File: config.mk
export PLATFORM = sky130hd
export DESIGN_NAME = ofm_wb_scheduler
export DESIGN_NICKNAME = d
export VERILOG_FILES = /design/src/rtl/ofm_wb_scheduler.sv
export SDC_FILE = /design/constraint.sdc
export NUM_CORES = 1
export LEC_CHECK = 0
export BUFFER_PORTS_ARGS = -buffer_cell sky130_fd_sc_hd__buf_2
export CORE_ASPECT_RATIO = 2
export CORE_MARGIN = 3
export CORE_UTILIZATION = 57
export CTS_BUF_LIST = sky130_fd_sc_hd__clkbuf_8
export CTS_CLUSTER_SIZE = 14
export DETAILED_ROUTE_END_ITERATION = 7
export PLACE_DENSITY = 0.9
export SETUP_SLACK_MARGIN = 0.1
export SYNTH_ARGS = -nofsm -noshare
export SYNTH_HDL_FRONTEND = slang
export SYNTH_SLANG_ARGS = --single-unit
File: constraint.sdc
create_clock -name clk -period 3.88 [get_ports clk]
set_input_delay 0.194 -clock clk [delete_from_list [all_inputs] [get_ports clk]]
set_output_delay 0.194 -clock clk [all_outputs]
set_load 0.02 [all_outputs]
File: src/rtl/ofm_wb_scheduler.sv
// OFM write-back scheduler: ping-pongs two OFM banks and launches one AXI write burst per tile.
// Optional build macro OFM_WB_PERF_CNT_EN adds stall/write cycle performance counters.
module ofm_wb_scheduler #(
  parameter int AXI_ADDR_W = 32,
  parameter int TILE_CNT_W = 16
) (
  input  logic                  clk,
  input  logic                  rst,
  input  logic                  cfg_valid,
  output logic                  cfg_ready,
  input  logic [AXI_ADDR_W-1:0] cfg_base_addr,
  input  logic [TILE_CNT_W-1:0] cfg_num_tiles,
  input  logic [AXI_ADDR_W-1:0] cfg_tile_stride,
  input  logic [1:0]            bank_full,
  output logic [1:0]            bank_release,
  output logic                  wr_start,
  output logic [AXI_ADDR_W-1:0] wr_base_addr,
  output logic                  wr_bank_sel,
  input  logic                  wr_done,
  output logic                  busy,
  output logic                  layer_done,
  output logic                  err_spurious
`ifdef OFM_WB_PERF_CNT_EN
  ,
  output logic [31:0]           perf_stall_cyc,
  output logic [31:0]           perf_wr_cyc
`endif
);

  typedef enum logic [2:0] {
    S_IDLE, S_WAIT_BANK, S_ISSUE, S_WAIT_DONE, S_RELEASE, S_FINISH
  } state_t;

  state_t                state_q, state_d;
  logic [AXI_ADDR_W-1:0] addr_q, addr_d;
  logic [AXI_ADDR_W-1:0] stride_q, stride_d;
  logic [TILE_CNT_W-1:0] num_q, num_d;
  logic [TILE_CNT_W-1:0] tile_idx_q, tile_idx_d;
  logic                  bank_q, bank_d;
  logic                  err_q, err_d;
  logic                  cfg_acc;
  logic                  last_tile;

  assign cfg_acc   = (state_q == S_IDLE) && cfg_valid;
  // num_q is at least 1 whenever RELEASE is reachable, so num_q-1 never underflows
  assign last_tile = (tile_idx_q == (num_q - TILE_CNT_W'(1)));

  always_ff @(posedge clk or posedge rst) begin
    if (rst) begin
      state_q    <= S_IDLE;
      addr_q     <= '0;
      tile_idx_q <= '0;
      bank_q     <= 1'b0;
      err_q      <= 1'b0;
    end else begin
      state_q    <= state_d;
      addr_q     <= addr_d;
      tile_idx_q <= tile_idx_d;
      bank_q     <= bank_d;
      err_q      <= err_d;
    end
  end

  always_ff @(posedge clk) begin
    num_q    <= num_d;
    stride_q <= stride_d;
  end

  always_comb begin
    state_d = state_q;
    case (state_q)
      S_IDLE:      if (cfg_valid) state_d = (cfg_num_tiles == '0) ? S_FINISH : S_WAIT_BANK;
      S_WAIT_BANK: if (bank_full[bank_q]) state_d = S_ISSUE;
      S_ISSUE:     state_d = S_WAIT_DONE;
      S_WAIT_DONE: if (wr_done) state_d = S_RELEASE;
      S_RELEASE:   state_d = last_tile ? S_FINISH : S_WAIT_BANK;
      S_FINISH:    state_d = S_IDLE;
      default:     state_d = S_IDLE;
    endcase
  end

  always_comb begin
    addr_d     = addr_q;
    stride_d   = stride_q;
    num_d      = num_q;
    tile_idx_d = tile_idx_q;
    bank_d     = bank_q;
    err_d      = err_q;
    if (cfg_acc) begin
      addr_d     = cfg_base_addr;
      stride_d   = cfg_tile_stride;
      num_d      = cfg_num_tiles;
      tile_idx_d = '0;
      bank_d     = 1'b0;
      err_d      = 1'b0;
    end else if (state_q == S_RELEASE) begin
      addr_d     = addr_q + stride_q;
      bank_d     = ~bank_q;
      tile_idx_d = tile_idx_q + TILE_CNT_W'(1);
    end
    // a stray completion is flagged even if it coincides with a config accept
    if (wr_done && (state_q != S_WAIT_DONE)) err_d = 1'b1;
  end

  always_comb begin
    cfg_ready    = (state_q == S_IDLE);
    busy         = (state_q != S_IDLE);
    wr_start     = (state_q == S_ISSUE);
    layer_done   = (state_q == S_FINISH);
    bank_release = 2'b00;
    if (state_q == S_RELEASE) bank_release[bank_q] = 1'b1;
    wr_base_addr = addr_q;
    wr_bank_sel  = bank_q;
    err_spurious = err_q;
  end

`ifdef OFM_WB_PERF_CNT_EN
  logic [31:0] stall_q, stall_d;
  logic [31:0] wrc_q, wrc_d;

  function automatic logic [31:0] sat_inc(input logic [31:0] v);
    return (v == 32'hFFFF_FFFF) ? v : v + 32'd1;
  endfunction

  always_comb begin
    stall_d = stall_q;
    wrc_d   = wrc_q;
    if (cfg_acc) begin
      stall_d = '0;
      wrc_d   = '0;
    end else begin
      if (state_q == S_WAIT_BANK) stall_d = sat_inc(stall_q);
      if (state_q == S_WAIT_DONE) wrc_d   = sat_inc(wrc_q);
    end
  end

  always_ff @(posedge clk or posedge rst) begin
    if (rst) begin
      stall_q <= '0;
      wrc_q   <= '0;
    end else begin
      stall_q <= stall_d;
      wrc_q   <= wrc_d;
    end
  end

  assign perf_stall_cyc = stall_q;
  assign perf_wr_cyc    = wrc_q;
`endif

endmodule

==> results.md <==
- The area share of the largest cell type after synthesis is a little under a quarter.
- The checks that failed: hold timing.
- The number of buffers and inverters on the critical path is 1.
- Dividing total power by cell area gives a power density of between 700 and 800 nW/um^2.
- The number of routed nets with antenna violations is 0.
- Counting stages on the worst path, the most repeated cell is o21ai_2.
- The largest single stage delay on the critical path is 400 ps.
- The net total in the final layout is between 900 and 1k.
- Leaving out fill and tap cells, the most frequent cell in the layout is buf_2.
- The die boundary height is between 150 and 200 um.
- The maximum frequency from static timing analysis is between 300 and 400 MHz.
- In the layout the commonest cells are buf_2 (125), nand2_1 (82), a21oi_1 (66).
- For this block, the initial DRC count from the detailed router was approximately 400.
- The final critical path time including I/O delays and setup is between 3000 and 4000 ps.
- The I/O pin total is ~130.
- The count of clock tree sinks is ~100.
- Summed over all cells, the static leakage comes to 3.21 nW.
- The share of the synthesized area in compound gates (AO/OA/AOI/OAI) is approximately a fifth.
- The remaining global-route overflow is 0.
- The type of the worst setup path is reg -> reg.
- The total count of hold-check failures in the final report is 1.
- The number of cells produced by synthesis is ~640.
- The floorplan step defined a die boundary enclosing around 12,000 sq um.
- The total iterations of the first detailed-routing run is 6.
- The first-pass GRT wire length is around 28,000 um.
- Ranked by total cell area, the synthesized netlist is headed by edfxtp_1 (24%), dfrtp_1 (22%), ha_1 (6.8%).
- The worst supply voltage drop on vdd is 0.448 mV.
- Net switching is 46.0% of the power.
- For the worst setup path, the data arrival time is 3370 ps.
- The count of synthesis-stage warnings from yosys is 0.
- The buffer depth of the longest clock path is 2.
- The number of global-route vias before repair is between 5k and 6k.
- The number of antenna violations at the first check in global routing is 1.
- Traced cell by cell, the critical path runs through ha_1 > inv_1 > fa_1 > nor2b_1 > o2111ai_1 > a21oi_1 > o21ai_2 > o21ai_2 > a21boi_2 > nor4_1 > o21ai_0 > a31o_1.
- The worst setup path is captured at a flip-flop.
- Along the worst path, the maximum fanout reaches 5.
- The global-route usage over all layers is roughly 29%.
- Per report_power, the combinational group accounts for a little under three fifths of the total.
- The synthesized netlist devotes approximately 16% of its cell area to simple gates.
- The core region area is around 10,000 sq um.
- Across all hold checks on the routed design, the worst slack comes to -1.22 ps.
- The relative max-transition margin is a little under half.
- The run finished, with violations left.
- The kind of path behind the tightest hold check is in -> async.
- The internal portion of the total power is approximately 3 mW.
- CTS built an H-tree with a depth of 3.
- The number of post-CTS setup repair buffers is 0.
- After synthesis, the share of flip-flops with an asynchronous set or reset is between 50 and 60%.
- The routability congestion estimate is ~0.97.
- The max-slew violation count came to 0.
- Setup repair after global routing left no endpoint under its margin.
- The horizontal extent of the die is 79.1 um.
- The count of different cell masters after synthesis is 66.
- The post-cts sizing count is 0.
- Counting every net in the synthesized netlist gives around 760.
- The clock latency on the worst-skew pair is approximately 380 ps.
- The critical path data required time is 4160 ps.
- The via density per instance is 6.17.
- The clock share of power is between 10% and 20%.
- Port buffering added approximately 130 buffers.
- The main combinational cell family by area after synthesis is compound AO/OA/AOI/OAI gates.
- The fraction of synthesized area in multiplexers is 1.03%.
- The power spent charging and discharging nets is roughly 2.6 mW.
- The number of failing setup endpoints in the final timing report is 0.
- Registers are responsible for between 30% and 40% of the overall power.
- The total wirelength of the detailed-routed design is roughly 17,000 um.
- The TritonCTS clock tree is built.
- The library cell used as clock root buffer is clkbuf_8.
- The predominant post-synthesis flop cell is dfrtp_1.
- After synthesis the netlist holds a flip-flop and latch count of roughly 100.
- The pin count of the biggest net entering global routing is 54.
- The register area share after synthesis is 45.4%.
- The residual DRC count is 0.
- The final critical path takes up roughly four fifths of the cycle.
- The most area-hungry cell type in the Yosys netlist is edfxtp_1.
- The initial utilization of the core area, before any placement, comes to 59.3%.
- The mean routed wirelength per cell is approximately 19 um.
- The slowest stage of the critical path is the nor4_1 cell.
- Across the run, the number of max-cap violations was 0.
- The slew of the pin with the lowest slew margin is approximately 800 ps.
- Clock tree synthesis inserted a total of 9 buffers.
- The total number of placement rows is 52.
- The worst setup path is launched from a flip-flop.
- The setup TNS after final layout is 0 ps.
- On the critical path the largest part of the delay comes from compound AO/OA/AOI/OAI gates.
- The synthesized design contains 48 enable-type register cells.
- On the final layout, the worst clock skew is roughly 8.3 ps.
- After clock tree synthesis, the clock-pin slew on the worst setup and hold paths is around 90 ps.
- The post-route netlist has 21.1% of its cells at a drive strength greater than 1.
- Summing over every cut layer, the via total after detailed routing is between 5k and 6k.
- The HPWL after detailed placement is about 12,000 um.
- The synthesized area per cell is 9.57 sq um.
- The area of the mapped netlist is ~6100 sq um.
- The synthesized netlist devotes just over 7% of its cell area to adder and majority cells.
- The area growth from synthesis to final layout is 22.2%.
- The synthesized netlist devotes around 6.6% of its cell area to XOR and XNOR gates.
path summary, 6_finish.rpt:
check | start | end | slack, ps | cells past startpoint
setup / recovery | wr_base_addr[0] | wr_base_addr[28] | 790 | 12
hold / removal | rst | err_spurious | -1 | 3
setup reg to reg | wr_base_addr[0] | wr_base_addr[28] | 790 | 12
hold reg to reg | wr_base_addr[0] | wr_base_addr[0] | 540 | 2
max in group asynchronous | rst | wr_base_addr[31] | 3390 | 3
min in group clk | cfg_base_addr[16] | wr_base_addr[16] | 10 | 3
logic make-up (layout without fill, tap and decap cells):
family / Yosys count / count (layout)
flops: 101 / 101
simple gates: 209 / 209
buf+inv: 51 / 209
mux: 6 / 6
other cells: 0 / 1
xor+xnor: 46 / 46
fa+ha+maj: 34 / 34
compound gates: 190 / 190
metal layers:
layer	up-vias	GRT usage, %	wire length, um
li1	2638	-	-
met5	-	0	0
met3	100	5.27	968
met1	2723	30.2	5900
met2	286	51.4	9220
met4	0	19.8	1150
sequential cells by signal, indices dropped and copies added (netlist names):
name	cells
wr_bank_sel	1
err_spurious	1
state_q	3
stride_q	32
num_q	16
tile_idx_q	16
wr_base_addr	32
through the flow:
step / setup WS, ps / cells / util, % / area (sq um) / total power [mW]
after detailed placement: 906 / 875 / 66.5 / 6840 / 4.73
final: 786 / 931 / 72.4 / 7450 / 5.58
after CTS: 872 / 930 / 72.4 / 7440 / 5.51
after floorplan: 105 / 637 / - / 6100 / 3.93
after global placement: 1030 / 875 / 66.5 / 6840 / 4.59
after global routing: 517 / 931 / 72.4 / 7450 / 5.92
cell type report:
cell class / instances / area [sq um]
Sequential cell: 101 / 2770
Clock buffer: 9 / 124
Antenna cell: 1 / 2.50
Fill cell: 769 / 2830
Timing Repair Buffer: 169 / 1070
Multi-Input combinational cell: 485 / 3140
Clock inverter: 7 / 91.3
Inverter: 24 / 90.1
Tap cell: 135 / 169
what timing repair did:
item	CTS	global route
hold buffers	39	0
endpoints found under the setup margin	0	0
endpoints found under the hold margin	39	0
Yosys cell counts (8+ instances only):
library cell	number
a31oi_1	12
clkbuf_1	23
xnor2_1	32
xor2_1	14
and3_1	11
a21o_1	13
nor4_1	8
nand2_1	82
nor2_1	35
edfxtp_1	48
o21ai_1	10
a21oi_1	66
inv_1	24
ha_1	33
o21ai_0	33
nor3_1	10
nand4_1	8
nand3_1	28
dfrtp_1	53
power by group through the flow:
stage	Clock [mW]	Sequential (mW)	Combinational (mW)
finish	0.728	1.71	3.14
global route	0.765	1.75	3.41
CTS	0.731	1.71	3.07
detailed placement	0	1.73	3.00
global placement	0	1.71	2.89
floorplan	0	1.86	2.07
worst register-to-register path, delay by kind of cell (launching register included):
family | cells | cell delay, ps
AND/OR/NAND/NOR | 2 | 610
buffers and inverters | 1 | 70
adder cells (fa/ha/maj) | 2 | 590
AO/OA/AOI/OAI | 7 | 1330
flip-flops | 1 | 390
No activity file was read; power rests on OpenSTA's default activity.
